**config.mk**
```make
export PLATFORM = sky130hd
export DESIGN_NAME = timebin_count_uart_tx
export DESIGN_NICKNAME = d
export VERILOG_FILES = /design/src/rtl/pmt_timebin_pkg.sv /design/src/rtl/pmt_byte_fifo.sv /design/src/rtl/timebin_count_uart_tx.sv
export SDC_FILE = /design/constraint.sdc
export NUM_CORES = 1
export LEC_CHECK = 0
export BUFFER_PORTS_ARGS = -buffer_cell sky130_fd_sc_hd__buf_4
export CAP_MARGIN = 0
export CORE_UTILIZATION = 45
export CTS_CLUSTER_SIZE = 24
export DETAILED_ROUTE_END_ITERATION = 10
export GPL_TIMING_DRIVEN = 0
export RECOVER_POWER = 25
export SYNTH_ARGS = -nofsm -noshare
export SYNTH_HDL_FRONTEND = slang
export SYNTH_SLANG_ARGS = --single-unit
```
**constraint.sdc**
```tcl
create_clock -name clk -period 2.9 [get_ports clk]
set_input_delay 0.145 -clock clk [delete_from_list [all_inputs] [get_ports clk]]
set_output_delay 0.145 -clock clk [all_outputs]
set_load 0.1 [all_outputs]
```
**src/rtl/pmt_timebin_pkg.sv**
```systemverilog
// -----------------------------------------------------------------------------
// pmt_timebin_pkg
// Shared definitions for the timebin-count UART transmitter:
//   - calc_clks_per_bit() : rounded clock-cycles-per-UART-bit
//   - TX FSM state encodings (IDLE, START, DATA, STOP)
//   - 8N1 frame constants
//   - DROP_MAX            : saturation value of the dropped-bin counter
// -----------------------------------------------------------------------------
package pmt_timebin_pkg;

  // Round-to-nearest so that, for example, 50 MHz / 115200 baud gives 434.
  function automatic int calc_clks_per_bit(input longint clk_hz, input longint baud);
    return int'((clk_hz + (baud / 2)) / baud);
  endfunction

  // TX FSM state encodings
  localparam logic [1:0] ST_IDLE  = 2'd0;
  localparam logic [1:0] ST_START = 2'd1;
  localparam logic [1:0] ST_DATA  = 2'd2;
  localparam logic [1:0] ST_STOP  = 2'd3;

  // 8N1 frame layout
  localparam int START_BITS = 1;
  localparam int DATA_BITS  = 8;
  localparam int STOP_BITS  = 1;
  localparam int FRAME_BITS = START_BITS + DATA_BITS + STOP_BITS;

  localparam logic [15:0] DROP_MAX = 16'hFFFF;

endpackage

```
**src/rtl/pmt_byte_fifo.sv**
```systemverilog
// -----------------------------------------------------------------------------
// pmt_byte_fifo
// Single-clock synchronous byte FIFO, depth 2^FIFO_AW. The head entry is
// always visible on rd_data; rd_en consumes it. A write while full is only
// accepted when a read happens in the same cycle.
// Ports:
//   clk, reset        : clock, asynchronous active-high reset
//   wr_en, wr_data    : push request and data
//   rd_en, rd_data    : pop request and head-of-queue data
//   level             : occupancy 0..2^FIFO_AW
//   full, empty       : occupancy flags
// -----------------------------------------------------------------------------
module pmt_byte_fifo #(
  parameter int FIFO_AW = 4
) (
  input  logic               clk,
  input  logic               reset,
  input  logic               wr_en,
  input  logic [7:0]         wr_data,
  input  logic               rd_en,
  output logic [7:0]         rd_data,
  output logic [FIFO_AW:0]   level,
  output logic               full,
  output logic               empty
);

  localparam int               DEPTH     = 1 << FIFO_AW;
  localparam logic [FIFO_AW:0] LEVEL_MAX = {1'b1, {FIFO_AW{1'b0}}};

  logic [7:0]         r_mem [DEPTH];
  logic [FIFO_AW-1:0] r_wr_ptr;
  logic [FIFO_AW-1:0] r_rd_ptr;
  logic [FIFO_AW:0]   r_level;

  logic w_rd;
  logic w_wr;

  assign full    = (r_level == LEVEL_MAX);
  assign empty   = (r_level == '0);
  assign level   = r_level;
  assign rd_data = r_mem[r_rd_ptr];

  assign w_rd = rd_en & ~empty;
  assign w_wr = wr_en & (~full | w_rd);

  // NOTE: the storage array has no reset; the pointers and level define which
  // entries are valid, and leaving the array unreset lets it map onto plain
  // registers or distributed RAM.
  always_ff @(posedge clk) begin
    if (w_wr) r_mem[r_wr_ptr] <= wr_data;
  end

  // NOTE: sequential state uses non-blocking assignments so every register
  // samples the values from before the clock edge.
  always_ff @(posedge clk or posedge reset) begin
    if (reset) begin
      r_wr_ptr <= '0;
      r_rd_ptr <= '0;
      r_level  <= '0;
    end else begin
      if (w_wr) r_wr_ptr <= r_wr_ptr + 1'b1;
      if (w_rd) r_rd_ptr <= r_rd_ptr + 1'b1;
      case ({w_wr, w_rd})
        2'b10:   r_level <= r_level + 1'b1;
        2'b01:   r_level <= r_level - 1'b1;
        default: r_level <= r_level;
      endcase
    end
  end

endmodule

```
**src/rtl/timebin_count_uart_tx.sv**
```systemverilog
// -----------------------------------------------------------------------------
// timebin_count_uart_tx
// Captures 8-bit PMT timebin counts on the trigger's bin strobe, buffers them
// in a FIFO and sends them LSB first as 8N1 UART frames. Bins arriving while
// the FIFO is full are dropped, flagged in a sticky overflow bit and counted.
// Ports:
//   clk, reset   : clock, asynchronous active-high reset
//   bin_strobe   : one-cycle bin-end pulse
//   bin_count    : count to capture when bin_strobe is high
//   enable       : accept bins when 1 (FIFO keeps draining when 0)
//   clear_ovf    : synchronous clear of overflow and drop_count
//   tx           : UART line, idle high, registered
//   busy         : frame on the line or data buffered
//   fifo_level   : FIFO occupancy
//   overflow     : sticky dropped-bin flag
//   drop_count   : saturating dropped-bin count
// -----------------------------------------------------------------------------
module timebin_count_uart_tx
  import pmt_timebin_pkg::*;
#(
  parameter int CLK_HZ  = 50000000,
  parameter int BAUD    = 115200,
  parameter int FIFO_AW = 4
) (
  input  logic             clk,
  input  logic             reset,
  input  logic             bin_strobe,
  input  logic [7:0]       bin_count,
  input  logic             enable,
  input  logic             clear_ovf,
  output logic             tx,
  output logic             busy,
  output logic [FIFO_AW:0] fifo_level,
  output logic             overflow,
  output logic [15:0]      drop_count
);

  localparam int                CLKS_PER_BIT = calc_clks_per_bit(CLK_HZ, BAUD);
  localparam int                BAUD_W       = (CLKS_PER_BIT > 1) ? $clog2(CLKS_PER_BIT) : 1;
  localparam logic [BAUD_W-1:0] BAUD_LAST    = BAUD_W'(CLKS_PER_BIT - 1);
  localparam logic [2:0]        LAST_BIT     = 3'(DATA_BITS - 1);

  logic [1:0]        r_state;
  logic [BAUD_W-1:0] r_baud_cnt;
  logic [2:0]        r_bit_idx;
  logic [7:0]        r_shift;
  logic              r_tx;
  logic              r_overflow;
  logic [15:0]       r_drop_count;

  logic       w_fifo_full;
  logic       w_fifo_empty;
  logic [7:0] w_fifo_head;
  logic       w_baud_done;
  logic       w_pop;
  logic       w_push_req;
  logic       w_drop;
  logic       w_push;

  assign w_baud_done = (r_baud_cnt == BAUD_LAST);

  // Pops happen only from IDLE or at the end of a stop bit, and only when
  // data is present, so a push never falls through an empty FIFO.
  assign w_pop = ~w_fifo_empty &
                 ((r_state == ST_IDLE) | ((r_state == ST_STOP) & w_baud_done));

  assign w_push_req = bin_strobe & enable;
  assign w_drop     = w_push_req & w_fifo_full & ~w_pop;
  assign w_push     = w_push_req & ~w_drop;

  pmt_byte_fifo #(
    .FIFO_AW (FIFO_AW)
  ) u_fifo (
    .clk     (clk),
    .reset   (reset),
    .wr_en   (w_push),
    .wr_data (bin_count),
    .rd_en   (w_pop),
    .rd_data (w_fifo_head),
    .level   (fifo_level),
    .full    (w_fifo_full),
    .empty   (w_fifo_empty)
  );

  // UART transmit FSM
  always_ff @(posedge clk or posedge reset) begin
    if (reset) begin
      r_state    <= ST_IDLE;
      r_baud_cnt <= '0;
      r_bit_idx  <= '0;
      r_shift    <= '0;
      r_tx       <= 1'b1;
    end else begin
      case (r_state)
        ST_IDLE: begin
          if (w_pop) begin
            r_shift    <= w_fifo_head;
            r_tx       <= 1'b0;
            r_baud_cnt <= '0;
            r_state    <= ST_START;
          end
        end
        ST_START: begin
          if (w_baud_done) begin
            r_baud_cnt <= '0;
            r_tx       <= r_shift[0];
            r_bit_idx  <= '0;
            r_state    <= ST_DATA;
          end else begin
            r_baud_cnt <= r_baud_cnt + 1'b1;
          end
        end
        ST_DATA: begin
          if (w_baud_done) begin
            r_baud_cnt <= '0;
            if (r_bit_idx == LAST_BIT) begin
              r_tx    <= 1'b1;
              r_state <= ST_STOP;
            end else begin
              r_shift   <= {1'b0, r_shift[7:1]};
              r_tx      <= r_shift[1];
              r_bit_idx <= r_bit_idx + 1'b1;
            end
          end else begin
            r_baud_cnt <= r_baud_cnt + 1'b1;
          end
        end
        ST_STOP: begin
          if (w_baud_done) begin
            r_baud_cnt <= '0;
            // Back-to-back frames: go straight to the next start bit.
            if (w_pop) begin
              r_shift <= w_fifo_head;
              r_tx    <= 1'b0;
              r_state <= ST_START;
            end else begin
              r_state <= ST_IDLE;
            end
          end else begin
            r_baud_cnt <= r_baud_cnt + 1'b1;
          end
        end
        default: begin
          r_state <= ST_IDLE;
          r_tx    <= 1'b1;
        end
      endcase
    end
  end

  // Overflow accounting; a drop in the same cycle as clear_ovf wins, so the
  // dropped bin is never lost from the count.
  always_ff @(posedge clk or posedge reset) begin
    if (reset) begin
      r_overflow   <= 1'b0;
      r_drop_count <= '0;
    end else if (w_drop) begin
      r_overflow <= 1'b1;
      if (clear_ovf)                    r_drop_count <= 16'd1;
      else if (r_drop_count != DROP_MAX) r_drop_count <= r_drop_count + 1'b1;
    end else if (clear_ovf) begin
      r_overflow   <= 1'b0;
      r_drop_count <= '0;
    end
  end

  assign tx         = r_tx;
  assign overflow   = r_overflow;
  assign drop_count = r_drop_count;
  assign busy       = (r_state != ST_IDLE) | (fifo_level != '0);

endmodule

```
==> Word level (Yosys, flattened, before mapping) <==
Memory sizes are Yosys's and may differ from the RTL's.
Cells that the tools add are included.
{ "totals": {"reg_bits": 53, "ramBits": 128, "input_bits": 13, "elab_cells": 97, "n_memories": 1} }
{ "memory_table": {"columns": ["memory", "depth", "word_bits", "rd", "rd_ports_with_merged_regs", "wr", "line", "text"], "rows": [
  ["u_fifo.r_mem", 16, 8, 1, 0, 1, "pmt_byte_fifo.sv:30", "logic [7:0] r_mem [DEPTH];"]
]} }
{ "classes": {"n_addsub": 7, "eq_ne": 15, "mux": 34, "n_bitwise": 15, "n_reduce_logical": 15} }
{ "op_table": {"columns": ["cell", "n"], "rows": [
  ["two-way mux 16 bit", 4],
  ["two-way mux 8 bit", 4],
  ["one-hot mux 8 bit (3 select lines)", 1],
  ["two-way mux 9 bit", 2],
  ["one-hot mux 9 bit (2 select lines)", 1],
  ["adder 16 x 1 -> 16 bit (second input constant)", 1],
  ["!= test 16 bit (second input constant)", 1],
  ["two-way mux 1 bit", 10],
  ["two-way mux 2 bit", 5],
  ["!= test 2 bit (second input constant)", 5],
  ["one-hot mux 5 bit (2 select lines)", 1],
  ["nonzero test 2 bit", 5],
  ["adder 9 x 1 -> 9 bit (second input constant)", 1],
  ["equality test 9 bit (second input constant)", 1],
  ["two-way mux 3 bit", 3],
  ["adder 4 x 1 -> 4 bit (second input constant)", 2],
  ["bitwise AND 1 bit", 8],
  ["one-hot mux 2 bit (4 select lines)", 1],
  ["AND reduction 4 bit", 2],
  ["equality test 2 bit (second input constant)", 3],
  ["one-hot mux 3 bit (2 select lines)", 1],
  ["adder 5 x 1 -> 5 bit (second input constant)", 1],
  ["equality test 5 bit (second input constant)", 1],
  ["logical NOT 5 bit", 1],
  ["15 further kinds", 21]
]} }

==> Depth between registers and ports, before layout <==
{ "logic_depth": {"depth_word": 11, "mapped_depth": 14, "depth_no_buf": 14} }

==> By module <==
From an unflattened synthesis, not the netlist that was laid out.
{ "unflattened": {"cells_unflattened": 541, "hier_area_um2": 8082.8} }
{ "modules_own_cells": {"columns": ["module", "n_inst", "cells_per_inst", "area_each_um2", "seq_area_each_um2"], "rows": [
  ["pmt_byte_fifo", 1, 298, 5754.3, 4169.0],
  ["timebin_count_uart_tx", 1, 243, 2328.5, 1002.2]
]} }

==> Worst setup path after synthesis <==
Ideal clock, no wire load.
{ "synth_timing": {"path_type": "reg-to-reg", "start": "register u_fifo.r_level[0] (netlist: u_fifo.level[0])", "end": "register u_fifo.r_level[4] (netlist: u_fifo.level[4])", "arrival_time_ns": 3.273, "slack_ns": -0.536, "path_stages_with_launch": 13, "path_buffers": 0, "period_less_slack_ns": 3.436, "cell_sequence": "dfrtp_1 > or4_4 > a311oi_4 > nor2_1 > inv_1 > ha_1 > inv_1 > fa_1 > nor2b_1 > o21ai_0 > and3_1 > nor3_1 > xor2_1"} }
{ "synth_between": {"elab_chain_cells": 10, "word_cells_on_any_way": 19, "classes_between": "add/sub: 2; eq/ne: 3; mux: 1; bitwise: 11; reduce/logical: 2"} }
{ "synth_rtl": {"columns": ["item", "line", "text"], "rows": [
  ["start, declared", "pmt_byte_fifo.sv:33", "logic [FIFO_AW:0] r_level;"],
  ["start signal, assigned", "pmt_byte_fifo.sv:64", "2'b10: r_level <= r_level + 1'b1;"],
  ["start signal, assigned", "pmt_byte_fifo.sv:65", "2'b01: r_level <= r_level - 1'b1;"],
  ["start signal, assigned", "pmt_byte_fifo.sv:66", "default: r_level <= r_level;"],
  ["logical NOT 5 bit", "pmt_byte_fifo.sv:39", "assign empty = (r_level == '0);"],
  ["inverter 1 bit", "pmt_byte_fifo.sv:43, timebin_count_uart_tx.sv:64", null],
  ["bitwise AND 1 bit", "timebin_count_uart_tx.sv:64", "assign w_pop = ~w_fifo_empty &"],
  ["inverter 1 bit", "timebin_count_uart_tx.sv:68", "assign w_drop = w_push_req & w_fifo_full & ~w_pop;"],
  ["bitwise AND 1 bit", "timebin_count_uart_tx.sv:68", null],
  ["inverter 1 bit", "timebin_count_uart_tx.sv:69", "assign w_push = w_push_req & ~w_drop;"],
  ["bitwise AND 1 bit", "timebin_count_uart_tx.sv:69", null],
  ["bitwise AND 1 bit", "pmt_byte_fifo.sv:44", "assign w_wr = wr_en & (~full | w_rd);"],
  ["equality test 2 x 1 -> 1 bit or equality test 2 bit (tied branches)", "pmt_byte_fifo.sv:63", "case ({w_wr, w_rd})"],
  ["one-hot mux 5 bit (2 select lines) or nonzero test 2 bit (tied branches)", null, null]
]} }
Parallel ways exist; a longest one is shown, timed or not.
A chain may end at the register's enable or synchronous reset.

==> Worst setup path after layout <==
{ "layout_timing": {"start": "register u_fifo.r_level[2] (netlist: u_fifo.level[2])", "end": "register u_fifo.r_level[4] (netlist: u_fifo.level[4])"} }
The elaborated chain is that of the path after synthesis.

==> impl_metrics.tcl <==
set metrics [dict create \
    p_int_mw 5.69 \
    synth.yosys.seq_area_share_pct 64.0 \
    status "finished clean" \
    critPathSlowestCell "or4_4" \
    die_w_microns 136 \
    num_rows 48 \
    cts_buffers 17 \
    synthesis.nets 579 \
    worst_pin_slew_ps 802 \
    clkSinkCount 181 \
    cp_cell_sequence "or4_4 -> a311oi_4 -> nor2_2 -> inv_2 -> ha_4 -> inv_4 -> fa_2 -> nor2b_1 -> o21ai_1 -> and3_1 -> nor3_2 -> xor2_1" \
    track_usage_pct 20.1 \
    skew_ps 11.8 \
    power_density_nw_per_um2 933 \
    diodes 0 \
    drc_errors 0 \
    die_area_sq_um 18500 \
    comb_power_share_pct 37.7 \
    clock-root-buffer "clkbuf_16" \
    layout_commonest_cell "edfxtp_1" \
    grt_pass1_vias 4904 \
    critical_path_class "register to register" \
    synth_simple_gate_area_share_pct 8.86 \
    dpl.hpwl_microns 11700 \
    cts.clk_slew.worst_paths_ps 70 \
    fin_cells 854 \
    synth-adder-area-share_pct 3.35 \
    cts_tree "built" \
    insertion_delay_ps 430 \
    firstDrtPassIters 4 \
    crit_arrival_ps 3200 \
    required_ps 3250 \
    totalWireLength_microns 17000 \
    grt_max_degree 32 \
    initial_core_util_pct 46.4 \
    synthArstFlopShare_pct 29.3 \
    clkPwrFrac_pct 24.7 \
    final_cell_mix "edfxtp_1 (128), dfrtp_1 (47), buf_4 (43)" \
    synth_top_family_by_area "multiplexers" \
    drv_cap 0 \
    globalRoute.totalOverflow 0 \
    synth.avg_cell_area_sq_um 14.8 \
    ys_types 57 \
    p_leak_nw 3.42 \
    grt_pass1_wl_microns 27300 \
    switching_power_mw 3.15 \
    cp.buffers_inverters 2 \
    hold_depth 1 \
    crit_family "simple AND/OR/NAND/NOR gates" \
    clockBufferDepth 2 \
    nets 651 \
    wire_per_inst_microns 19.9 \
    placed_cells 812 \
    synth_xor_area_share_pct 1.19 \
    period_share_pct 98.6 \
    synthToLayoutAreaGrowth_pct 17.2 \
    startpoint_type "register" \
    hold_violations 0 \
    setup_violations 0 \
    syn_inst 545 \
    ys_seq_elements 181 \
    synth_compound_area_share_pct 7.85 \
    end_kind "register" \
    antenna_found_initial 0 \
    numPortBuffers 36 \
    relSlewSlack_pct 46.6 \
    slew_violations 0 \
    synthMuxAreaShare_pct 12.5 \
    reg2reg_slack_ps 40 \
    drt-initial-drc-count 248 \
    hold_class "primary input to register" \
    fp.dieH_microns 136 \
    cpPeakStageDelay_ps 580 \
    rsz0062_at_grt "true" \
    vdd_drop_max_mv 1.05 \
    path_depth 12 \
    synth-edff-count 128 \
    swShare_pct 35.6 \
    num_vias 4854 \
    max_freq_mhz 350 \
    whs_ps 41.4 \
    syn_area_sq_um 8080 \
    layout_min_cycle_time_ps 2860 \
    gp_congestion 0.796 \
    ios 37 \
    place_ws_ps -576 \
    worstPathMaxFanout 4 \
    ant_nets 0 \
    r2r_cells 12 \
    core-area_sq_um 17400 \
    drive_above_1_share_pct 27.2 \
    yosysWarnings 0 \
    viasPerCell 5.68 \
    htreeDepth 4 \
    synth_ff_type "edfxtp_1" \
    seqPwrFrac_pct 37.6 \
    fin_ws_ps 41.6 \
]
==> worst paths after layout <==
check | endpoint | from
worst max-delay path | u_fifo.level[4] | u_fifo.level[2]
worst min-delay path | u_fifo.r_mem[5][2] | bin_count[2]
worst max register to register | u_fifo.level[4] | u_fifo.level[2]
worst min register to register | tx | tx
max in group asynchronous | u_fifo.level[4] | reset
min in group asynchronous | drop_count[0] | reset
==> power groups by stage <==
stage               registers, mW  logic, mW  clock network (mW)
finish                       3.32       3.33                2.18
global route                 3.36       3.63                2.33
CTS                          3.32       3.24                2.23
detailed placement           3.38       3.17                   0
global placement             3.36       3.06                   0
floorplan                    3.62       2.09                   0
==> cell type report <==
class	instances	area [sq um]
tap	225	282
sequential	181	5180
buffer	23	105
inverter	20	77.6
timing repair buffer	55	443
clock buffer	18	429
clock inverter	13	123
multi-input combinational	319	2840
fill	1433	7950
==> registers in the layout (all words and copies together), names as in the netlist <==
signal	count
r_shift	8
tx	1
r_baud_cnt	9
u_fifo.r_wr_ptr	4
overflow	1
u_fifo.level	5
r_bit_idx	3
drop_count	16
u_fifo.r_rd_ptr	4
r_state	2
u_fifo.r_mem	128
==> layer usage <==
metal / share of wire, % / wire, microns / GRT usage, %
met1: 45 / 7650 / 25.8
met3: 2.8 / 475 / 4.21
met5: 0 / 0 / 0
met2: 50 / 8500 / 33.2
met4: 2.3 / 395 / 8.58
==> stage by stage <==
stage                     power, mW  instance area, sq um  TNS (ps)  utilization [%]
final                          8.84                  9470         0             54.4
after global routing           9.31                  9470      -193             54.4
after CTS                      8.79                  9420     -53.6             54.1
after detailed placement       6.55                  8760     -6790             50.3
after global placement         6.42                  8650    -44820             49.7
after floorplan                5.71                  8100      -258                -
==> cell families (layout without fill, tap and decap cells) <==
| kind of cell | count (synthesis) | after routing |
|---|---|---|
| flops | 181 | 181 |
| fa+ha+maj | 21 | 21 |
| simple gates | 125 | 125 |
| buf+inv | 45 | 129 |
| compound gates | 97 | 97 |
| mux | 65 | 65 |
| xor+xnor | 11 | 11 |
==> synth_stat cells, types with 3 or more instances <==
cell type  number  area share (%)
a21oi_1        21             1.3
a22o_1          5            0.54
a31oi_1         5            0.39
and2_1          6            0.46
and3_1          4            0.31
and4_1          7            0.76
buf_2           7            0.43
clkbuf_1       15            0.70
dfrtp_1        52              16
edfxtp_1      128              48
ha_1           20             3.1
inv_1          19            0.88
mux2_1          4            0.56
mux2_2         23             3.2
mux2i_1        12             1.5
mux4_2         26             7.2
nand2_1        29             1.3
nand2b_1        4            0.31
nand3_1        13            0.81
nand4_1         3            0.23
nor2_1         19            0.88
nor2b_1         7            0.54
nor3_1          5            0.31
nor3b_1         4            0.37
nor4_1          3            0.23
nor4b_1         5            0.54
o21ai_0        30             1.9
o22ai_1        12            0.93
o31ai_1         5            0.46
or3_1           9            0.70
xnor2_1         7            0.76
xor2_1          4            0.43
==> what timing repair did <==
item,CTS,global route
pin swaps,4,9
endpoints found under the hold margin,21,0
setup endpoints to repair,29,16
resized for setup,7,13
setup buffers,5,7
hold buffers,1,0
gates cloned,0,0
Power figures use the tool's default switching activity.
